===== config.mk =====
export PLATFORM = sky130hd
export DESIGN_NAME = unsigned_mul_8x8_ha_array_seq
export DESIGN_NICKNAME = d
export VERILOG_FILES = /design/src/rtl/unsigned_mul_8x8_ha_array_seq_pkg.sv /design/src/rtl/unsigned_mul_8x8_ha_array_seq_ha_row_fold.sv /design/src/rtl/unsigned_mul_8x8_ha_array_seq.sv
export SDC_FILE = /design/constraint.sdc
export NUM_CORES = 1
export LEC_CHECK = 0
export CAP_MARGIN = 10
export CORE_AREA = 4 4 91 93
export DETAILED_ROUTE_END_ITERATION = 8
export DIE_AREA = 0 0 95 97
export GPL_ROUTABILITY_DRIVEN = 0
export PLACE_DENSITY = 0.8
export SLEW_MARGIN = 20
export SYNTH_ARGS = -nofsm -noshare
export SYNTH_HDL_FRONTEND = slang
export SYNTH_HIERARCHICAL = 1
export SYNTH_SLANG_ARGS = --single-unit
export TNS_END_PERCENT = 1

===== constraint.sdc =====
create_clock -name clk -period 6 [get_ports clk]
set_input_delay 0.6 -clock clk [delete_from_list [all_inputs] [get_ports clk]]
set_output_delay 0.6 -clock clk [all_outputs]
set_load 0.01 [all_outputs]

===== src/rtl/unsigned_mul_8x8_ha_array_seq_pkg.sv =====
// Shared types and constants for the 8x8 ha_array product sequencer.
// Row geometry of the external approximate half-adder array.
package unsigned_mul_8x8_ha_array_seq_pkg;

  localparam int W            = 8;
  localparam int ROWS         = 4;
  localparam int PW           = 16;
  localparam int B_W          = 7;
  localparam int T_W          = 9;
  localparam int B_WEIGHT_OFS = 2;
  localparam int ROW_SHIFT    = 2;
  localparam int RV_W         = T_W + 1;
  localparam int ADD_W        = PW + 1;

  typedef enum logic [1:0] {
    IDLE,
    ACC,
    DONE
  } state_t;

endpackage


===== src/rtl/unsigned_mul_8x8_ha_array_seq_ha_row_fold.sv =====
// Folds one ha_array row pair (b, t) into its weighted 17-bit addend.
// b carries two extra bits of weight relative to t.
module unsigned_mul_8x8_ha_array_seq_ha_row_fold
  import unsigned_mul_8x8_ha_array_seq_pkg::*;
(
  input  logic [B_W-1:0]   b,
  input  logic [T_W-1:0]   t,
  input  logic [1:0]       row_idx,
  output logic [ADD_W-1:0] addend
);

  logic [RV_W-1:0] rowval;

  always_comb begin
    rowval = RV_W'(t) + (RV_W'(b) << B_WEIGHT_OFS);
    addend = ADD_W'(rowval) << (ROW_SHIFT * int'(row_idx));
  end

endmodule


===== src/rtl/unsigned_mul_8x8_ha_array_seq.sv =====
// Sequencer: latches an operand pair, accumulates the four ha_array
// rows one per cycle through a shared adder, then hands off the product.
module unsigned_mul_8x8_ha_array_seq
  import unsigned_mul_8x8_ha_array_seq_pkg::*;
(
  input  logic           clk,
  input  logic           rst,
  input  logic           in_valid,
  output logic           in_ready,
  input  logic [W-1:0]   x,
  input  logic [W-1:0]   y,
  output logic [W-1:0]   arr_x,
  output logic [W-1:0]   arr_y,
  input  logic [B_W-1:0] ha_array_0_b,
  input  logic [T_W-1:0] ha_array_0_t,
  input  logic [B_W-1:0] ha_array_1_b,
  input  logic [T_W-1:0] ha_array_1_t,
  input  logic [B_W-1:0] ha_array_2_b,
  input  logic [T_W-1:0] ha_array_2_t,
  input  logic [B_W-1:0] ha_array_3_b,
  input  logic [T_W-1:0] ha_array_3_t,
  output logic           out_valid,
  input  logic           out_ready,
  output logic [PW-1:0]  p,
  output logic           ovf
);

  state_t           state, state_d;
  logic [1:0]       row_idx;
  logic [PW-1:0]    acc;
  logic [B_W-1:0]   sel_b;
  logic [T_W-1:0]   sel_t;
  logic [ADD_W-1:0] addend;
  logic [ADD_W-1:0] sum;

  always_comb begin
    sel_b = ha_array_0_b;
    sel_t = ha_array_0_t;
    unique case (row_idx)
      2'd0: begin
        sel_b = ha_array_0_b;
        sel_t = ha_array_0_t;
      end
      2'd1: begin
        sel_b = ha_array_1_b;
        sel_t = ha_array_1_t;
      end
      2'd2: begin
        sel_b = ha_array_2_b;
        sel_t = ha_array_2_t;
      end
      2'd3: begin
        sel_b = ha_array_3_b;
        sel_t = ha_array_3_t;
      end
      default: ;
    endcase
  end

  unsigned_mul_8x8_ha_array_seq_ha_row_fold u_fold (
    .b       (sel_b),
    .t       (sel_t),
    .row_idx (row_idx),
    .addend  (addend)
  );

  // bit PW of the sum is the wrap-around carry for the sticky flag
  assign sum = {1'b0, acc} + addend;

  always_comb begin
    state_d   = state;
    in_ready  = 1'b0;
    out_valid = 1'b0;
    unique case (state)
      IDLE: begin
        in_ready = 1'b1;
        if (in_valid) state_d = ACC;
      end
      ACC: begin
        if (row_idx == 2'(ROWS - 1)) state_d = DONE;
      end
      DONE: begin
        out_valid = 1'b1;
        if (out_ready) state_d = IDLE;
      end
      default: state_d = IDLE;
    endcase
  end

  always_ff @(posedge clk or posedge rst) begin
    if (rst) begin
      state   <= IDLE;
      row_idx <= '0;
      acc     <= '0;
      ovf     <= 1'b0;
      arr_x   <= '0;
      arr_y   <= '0;
    end else begin
      state <= state_d;
      if (state == IDLE && in_valid) begin
        arr_x   <= x;
        arr_y   <= y;
        acc     <= '0;
        ovf     <= 1'b0;
        row_idx <= '0;
      end else if (state == ACC) begin
        acc     <= sum[PW-1:0];
        ovf     <= ovf | sum[PW];
        row_idx <= row_idx + 2'd1;
      end
    end
  end

  assign p = acc;

endmodule


==> flow_summary_export.csv, run 1 <==
group,metric,value,unit
floorplanning,row_count,32,
timing,finalClockSkew,13.0,ps
layout,final_nets,598,
layout,nFillCells,673,
drt,drt_wl_total,9.97,mm
timing,tns,0,ps
global_routing,grt_pass1_wl,16.0,mm
floorplanning,die_y,97,µm
timing,setup_viol,0,
cts,worstSkewPairLatency,290,ps
synthesis,ys_top_cells_by_area,"dfrtp_1, ha_1, mux2i_1, a222oi_1, nand3_1",
cts,holdBufCountCts,0,
cts,clk_path_buf_depth,2,
global_routing,gr-usage-all-layers,21.2,%
layout,layout.cells.non_filler,587,
synthesis,synthXorXnorAreaFrac,2.62,%
layout,syn_to_final_growth,39.3,%
timing,drv_slew,0,
hold_path,hold_path_class,"reg2reg",
synthesis,synthMuxAreaShare,11.7,%
synthesis,ys_top_cells_by_count,"dfrtp_1, inv_1, nand3_1",
worst_setup_path,critical_path.endpoint_type,"flop",
timing,max_freq,195,MHz
synthesis,synthAdderAreaFrac,11.3,%
cts,cts_inserted_buffers,5,
drt,drt-pass1-iter-count,6,
layout,antenna_cells,0,
place,port_buffers,118,
drt,drtIter0Drc,253,
global_routing,grt_pass1_vias,3503,
synthesis,synth-compound-area-share,22.9,%
synthesis,ys_ff_latch,37,
outcome,status,"finished, final reports clean",
worst_setup_path,cp_max_fo,24,
worst_setup_path,crit_path_start_kind,"flop",
synthesis,synthArstFlopShare,100,%
synthesis,synth_cell_types,67,
global_routing,grt_max_degree,38,
synthesis,yosysTopAreaCell,"dfrtp_1",
floorplanning,core_area,7530,µm²
worst_setup_path,critPathKind,"reg2reg",
floorplanning,initial_core_util,44.5,%
synthesis,synthSimpleGateAreaFrac,17.0,%
timing,tightestPinTransition,942,ps
cts,cts.htree.levels,2,
cts,cts_tree,"yes",
timing,min_period,5130,ps
synthesis,seq_area_frac_synth,27.7,%
drt,vias,3418,
synthesis,netlist_area,3350,µm²
synthesis,synthFlopType,"dfrtp_1",
synthesis,yosysTopAreaCellShare,27.7,%
synthesis,yosysMostFrequentCell,"dfrtp_1",
synthesis,synth_area_per_cell,8.79,µm²
drt,ant_nets,0,
floorplanning,die_x,95,µm
drt,wl_per_cell,17.0,µm
timing,hold_viol_final,0,
place,place_area,4580,µm²
cts,clkTransAtPathRegs,80,ps
cts,postCtsSetupBuffers,0,
synthesis,synth_top_family_by_area,"compound AO/OA/AOI/OAI gates",
drt,drt-vias-per-instance,5.82,
place,dp_hpwl,7.83,mm
synthesis,synth_edf_count,0,
layout,final_area,4660,µm²
place,dpl.cell_count,580,
floorplanning,die_area,9220,µm²
cts,cts_root_buf,"clkbuf_8",
cts,cts_resized,0,
timing,max_slew_margin,37.1,%
floorplanning,io_pins,119,
timing,holdWs,494,ps
global_routing,grt_overflow,0,
synthesis,syn_inst,381,
drt,post-route-drc-count,0,
global_routing,antenna_found_initial,0,
timing,period_share,85.5,%
synthesis,ys_warn_count,6,
synthesis,syn_nets,494,
worst_setup_path,critPathRequiredTime,6170,ps
run,drv_cap,0,
layout,drive_above_1_share,6.60,%
worst_setup_path,cp.arrival,5290,ps
cts,cts.sinks,37,
timing,rsz0062_at_grt,"no",
[kinds of logic (layout without fill, tap and decap cells)]
family	count (synthesis)	in the layout
fa+ha+maj	29	29
simple gates	108	108
xor+xnor	10	10
mux	37	37
buf+inv	57	161
other cells	1	1
flops	37	37
compound gates	102	102
[final timing paths]
kind | start | to | slack (ps) | cells after the start
max in group asynchronous | rst | arr_y[7]$_DFFE_PP0P_ | 4920 | 3
min in group asynchronous | rst | p[4]$_DFFE_PP0P_ | 730 | 3
setup / recovery | row_idx[0]$_DFFE_PP0P_ | p[13]$_DFFE_PP0P_ | 870 | 17
hold / removal | arr_y[3]$_DFFE_PP0P_ | arr_y[3]$_DFFE_PP0P_ | 490 | 1
setup reg to reg | row_idx[0]$_DFFE_PP0P_ | p[13]$_DFFE_PP0P_ | 870 | 17
hold reg to reg | arr_y[3]$_DFFE_PP0P_ | arr_y[3]$_DFFE_PP0P_ | 490 | 1
[flip-flops by register name (all words and copies together) (netlist names)]
name,count
p,16
arr_x,8
arr_y,8
row_idx,2
state,2
ovf,1
[metrics by stage]
stage	utilization [%]	setup WS, ps
6_report	62.0	873
5_1_grt	62.0	519
4_1_cts	62.0	914
3_5_place_dp	60.8	928
3_3_place_gp	60.8	1200
2_1_floorplan	-	1710
[critical path, cell delays in order (launching register included)]
cell       delay, ps
dfrtp_1          830
inv_1            150
ha_1             430
a222oi_1         340
mux2i_1          140
ha_1             280
fa_1             420
and3_4           190
or2_4            270
o311ai_1         350
o31ai_1          130
ha_1             370
a21oi_1          150
o21ai_1           90
or3_1            350
o2111ai_1        280
or3_1            150
nand3_1           80
[layout by cell type, fill, tap and decap left out, types with 6 or more instances in the layout]
cell,synthesis,layout
inv_1,33,33
a222oi_1,16,16
ha_1,27,27
o21ai_1,13,13
mux2i_1,21,21
clkbuf_8,0,6
nor3_1,9,9
dfrtp_1,37,37
mux2_1,11,11
nand2_1,23,23
nor2_1,15,15
xor2_1,6,6
a21oi_1,17,17
nand3_1,28,28
clkdlybuf4s50_1,0,118
[cell type report]
| class | instances | area (µm²) | share of cell area, % |
|---|---|---|---|
| clock buffer | 7 | 86.3 | 1.85 |
| inverter | 33 | 124 | 2.66 |
| multi-input combinational | 287 | 2200 | 47.1 |
| sequential | 37 | 926 | 19.8 |
| tap | 102 | 128 | 2.74 |
| timing repair buffer | 121 | 1200 | 25.8 |
[metal layers]
layer  track usage [%]  vias to the layer above  wire (µm)  part of all wire (%)
met2              36.3                      196       4670                    47
met5                 0                        -          0                     0
met3              7.70                       21       1240                    12
li1                  -                     1621          -                     -
met1              24.4                     1580       3870                    39
met4              5.77                        0        188                   1.9
Power of run 1 is left out: the tool's default activity adds up to more than one toggle a clock period on the data nets, which glitch-free logic cannot reach.
==> inputs of run 2 (changes only) <==
==> constraint.sdc (replaced) <==
create_clock -name clk -period 5.4 [get_ports clk]
set_input_delay 0.54 -clock clk [delete_from_list [all_inputs] [get_ports clk]]
set_output_delay 0.54 -clock clk [all_outputs]
set_load 0.01 [all_outputs]
==> flow_summary_export.csv, run 2 (synthesis gave the netlist of run 1 again) <==
group,metric,value,unit
cts,holdBufCountCts,0,
cts,cts.sinks,37,
layout,nFillCells,675,
worst_setup_path,cp_max_fo,18,
hold_path,hold_path_class,"reg2reg",
cts,cts_root_buf,"clkbuf_8",
drt,vias,3370,
cts,cts.htree.levels,2,
hold_path,hold_depth,1,
timing,hold_viol_final,0,
worst_setup_path,crit_path_start_kind,"flop",
global_routing,grt_pass1_wl,15.6,mm
run,drv_cap,0,
global_routing,gr-usage-all-layers,20.7,%
worst_setup_path,critical_path.endpoint_type,"flop",
drt,post-route-drc-count,0,
timing,finalClockSkew,8.35,ps
cts,clkTransAtPathRegs,70,ps
timing,period_share,85.4,%
worst_setup_path,r2r_cells,16,
cts,clk_path_buf_depth,2,
place,dp_hpwl,7.62,mm
worst_setup_path,cp-startpoint,"row_idx[1]$_DFFE_PP0P_",
global_routing,grt_overflow,0,
timing,min_period,4610,ps
layout,final_common_cell,"clkdlybuf4s50_1",
place,port_buffers,118,
floorplanning,initial_core_util,44.5,%
global_routing,antenna_found_initial,0,
cts,cts_resized,0,
worst_setup_path,cp.arrival,4780,ps
drt,ant_nets,0,
worst_setup_path,worstReg2RegStart,"row_idx[1]$_DFFE_PP0P_",
worst_setup_path,critPathKind,"reg2reg",
cts,cts_inserted_buffers,5,
drt,drt-pass1-iter-count,5,
floorplanning,die_x,95,µm
global_routing,grt_max_degree,38,
cts,cts_tree,"yes",
timing,max_slew_margin,32.9,%
drt,wl_per_cell,16.5,µm
floorplanning,row_count,32,
layout,layout.cells.most_common_list,"clkdlybuf4s50_1, dfrtp_1, inv_1, nand3_1, ha_1",
cts,postCtsSetupBuffers,0,
drt,drt_wl_total,9.72,mm
layout,drive_above_1_share,7.17,%
global_routing,grt_pass1_vias,3492,
timing,rsz0062_at_grt,"no",
layout,syn_to_final_growth,40.0,%
floorplanning,die_area,9220,µm²
floorplanning,io_pins,119,
timing,drv_slew,0,
timing,max_freq,217,MHz
floorplanning,die_y,97,µm
layout,largest_reg_flops,16,
drt,drtIter0Drc,135,
drt,drt-vias-per-instance,5.71,
floorplanning,core_area,7530,µm²
layout,antenna_cells,0,
layout,final_nets,601,
outcome,status,"finished, final reports clean",
timing,setup_viol,0,
cts,worstSkewPairLatency,290,ps
timing,tightestPinTransition,1000,ps
worst_setup_path,critPathRequiredTime,5570,ps
hold_path,worstHoldStart,"state[1]$_DFFE_PP0P_",
timing,tns,0,ps
==> run 2: layer usage <==
| metal | vias up | routed length, µm | global-route usage (%) |
|---|---|---|---|
| met1 | 1550 | 3920 | 23.1 |
| li1 | 1637 | - | - |
| met5 | - | 0 | 0 |
| met4 | 0 | 180 | 6.66 |
| met3 | 16 | 1110 | 7.08 |
| met2 | 167 | 4510 | 36.1 |
==> run 2: layout make-up <==
cell class	instances	area, µm²	share of cell area [%]
Timing Repair Buffer	124	1230	26.2
Sequential cell	37	926	19.8
Tap cell	102	128	2.72
Clock buffer	7	86.3	1.84
Inverter	33	124	2.64
Multi-Input combinational cell	287	2200	46.9
==> run 2: worst max-delay path, cell delays in order (launching register included) <==
cell      delay, ps
dfrtp_1         430
ha_1            460
a222oi_1        420
mux2i_1         140
ha_1            280
fa_1            410
and3_4          190
or2_4           270
o311ai_1        340
o31ai_1         120
ha_1            350
a21oi_1         180
o21ai_1          90
or3_1           350
o21ai_2         210
or4_1           160
nand3_1          80
==> run 2: final timing paths <==
check                                            end  slack [ps]
worst max register to register     p[15]$_DFFE_PP0P_         790
worst max-delay path               p[15]$_DFFE_PP0P_         790
min in group asynchronous       arr_y[4]$_DFFE_PP0P_         670
worst min-delay path            state[0]$_DFFE_PP0P_         490
worst min register to register  state[0]$_DFFE_PP0P_         490
max in group asynchronous       arr_x[6]$_DFFE_PP0P_        4390
==> run 2: stage by stage <==
stage	area (µm²)	worst slack, ps	utilization, %	cells	hold slack (ps)
6_report	4690	791	62.3	590	492
5_1_grt	4690	538	62.3	590	515
4_1_cts	4690	804	62.3	590	497
3_5_place_dp	4600	825	61.1	583	484
3_3_place_gp	4600	971	61.1	583	472
2_1_floorplan	3350	1110	-	381	453
Power of run 2 is left out for the same reason.
==> inputs of run 3 (changes only) <==
--- a/config.mk
+++ b/config.mk
@@ -10,7 +10,7 @@
 export DETAILED_ROUTE_END_ITERATION = 8
 export DIE_AREA = 0 0 95 97
 export GPL_ROUTABILITY_DRIVEN = 0
-export PLACE_DENSITY = 0.8
+export PLACE_DENSITY = 0.9
 export SLEW_MARGIN = 20
 export SYNTH_ARGS = -nofsm -noshare
 export SYNTH_HDL_FRONTEND = slang
==> flow_summary_export.csv, run 3 (synthesis gave the netlist of run 1 again) <==
group,metric,value,unit
outcome,status,"finished, final reports clean",
timing,tightestPinTransition,941,ps
run,drv_cap,0,
global_routing,met3_usage,7.62,%
timing,finalClockSkew,4.44,ps
layout,final_common_cell,"clkdlybuf4s50_1",
drt,ant_nets,0,
floorplanning,initial_core_util,44.5,%
floorplanning,die_area,9220,µm²
cts,clk_path_buf_depth,2,
worst_setup_path,crit_slowest_cell,"ha_1",
cts,cts.sinks,37,
worst_setup_path,cp_num_cells,16,
cts,holdBufCountCts,0,
floorplanning,die_y,97,µm
cts,cts_inserted_buffers,5,
drt,wl_per_cell,16.8,µm
global_routing,gr-usage-met2,37.3,%
worst_setup_path,worstPathBufferInverterCount,0,
global_routing,grt_overflow,0,
layout,antenna_cells,0,
global_routing,grt_pass1_vias,3465,
timing,tns,0,ps
cts,cts_root_buf,"clkbuf_8",
layout,final_nets,601,
drt,vias,3413,
worst_setup_path,cp_slowest_stage_delay,460,ps
global_routing,antenna_found_initial,0,
cts,cts.htree.levels,2,
timing,max_freq,218,MHz
worst_setup_path,critPathKind,"reg2reg",
worst_setup_path,cpLargestDelayFamily,"adder cells",
drt,drt_wl_total,9.94,mm
drt,drt-pass1-iter-count,5,
hold_path,hold_path_class,"reg2reg",
layout,largest_reg_flops,16,
place,dp_hpwl,7.84,mm
global_routing,grt_max_degree,35,
worst_setup_path,crit_top_cell,"ha_1",
global_routing,gr-usage-all-layers,21.9,%
hold_path,hold_depth,1,
floorplanning,core_area,7530,µm²
global_routing,busiest_layer,"met2",
floorplanning,row_count,32,
worst_setup_path,critical_path.endpoint_type,"flop",
worst_setup_path,r2r_cells,16,
timing,hold_viol_final,0,
cts,cts_tree,"yes",
timing,rsz0062_at_grt,"no",
cts,worstSkewPairLatency,290,ps
global_routing,grt_use_met1,26.0,%
drt,post-route-drc-count,0,
layout,syn_to_final_growth,39.9,%
worst_setup_path,cp_max_fo,18,
worst_setup_path,cp.arrival,4770,ps
cts,cts_resized,0,
layout,drive_above_1_share,7.36,%
floorplanning,io_pins,119,
global_routing,grt_pass1_wl,16.3,mm
cts,postCtsSetupBuffers,0,
cts,clkTransAtPathRegs,80,ps
timing,min_period,4590,ps
floorplanning,die_x,95,µm
timing,period_share,85.0,%
worst_setup_path,critPathRequiredTime,5580,ps
worst_setup_path,crit_chain,"ha_1, a222oi_1, mux2i_1, ha_1, fa_1, and3_4, or2_4, a311oi_2, o31ai_1, ha_1, a21oi_1, o21ai_1, or3_1, o2111ai_1, or3_1, nand3_1",
worst_setup_path,crit_path_start_kind,"flop",
timing,setup_viol,0,
layout,nFillCells,654,
drt,drt-vias-per-instance,5.77,
timing,max_slew_margin,37.2,%
layout,layout.cells.most_common_list,"clkdlybuf4s50_1, dfrtp_1, inv_1, nand3_1, ha_1",
place,port_buffers,118,
drt,drtIter0Drc,260,
timing,drv_slew,0,
==> run 3: cell types whose count changed in the layout (fill, tap and decap cells not counted), sizes merged <==
cell,delta
clkinv,+2
clkbuf,-1
==> run 3: path summary, 6_finish.rpt <==
kind                                   startpoint              endpoint  slack [ps]
setup / recovery           row_idx[1]$_DFFE_PP0P_     p[13]$_DFFE_PP0P_         810
hold / removal               arr_x[2]$_DFFE_PP0P_  arr_x[2]$_DFFE_PP0P_         500
setup reg to reg           row_idx[1]$_DFFE_PP0P_     p[13]$_DFFE_PP0P_         810
hold reg to reg              arr_x[2]$_DFFE_PP0P_  arr_x[2]$_DFFE_PP0P_         500
max in group asynchronous                     rst  arr_x[1]$_DFFE_PP0P_        4070
min in group asynchronous                     rst      p[2]$_DFFE_PP0P_         600
==> run 3: metrics by stage <==
stage	hold WS (ps)	area [µm²]	setup slack [ps]	cells	utilization, %
finish	495	4680	809	591	62.2
global placement	473	4600	982	583	61.1
detailed placement	484	4600	828	583	61.1
CTS	502	4680	829	591	62.2
floorplan	453	3350	1110	381	-
global route	517	4680	518	591	62.2
==> run 3: cell type report <==
class | count | area [µm²] | area share [%]
Tap cell | 102 | 128 | 2.73
Inverter | 33 | 124 | 2.64
Multi-Input combinational cell | 287 | 2200 | 46.9
Clock inverter | 2 | 10.0 | 0.214
Timing Repair Buffer | 124 | 1230 | 26.2
Sequential cell | 37 | 926 | 19.8
Clock buffer | 6 | 72.6 | 1.55
==> run 3: routing by layer <==
metal	wire (µm)	up-vias
met1	3990	1590
met5	0	-
li1	-	1630
met4	108	0
met2	4680	178
met3	1170	15
Power of run 3 is left out for the same reason.
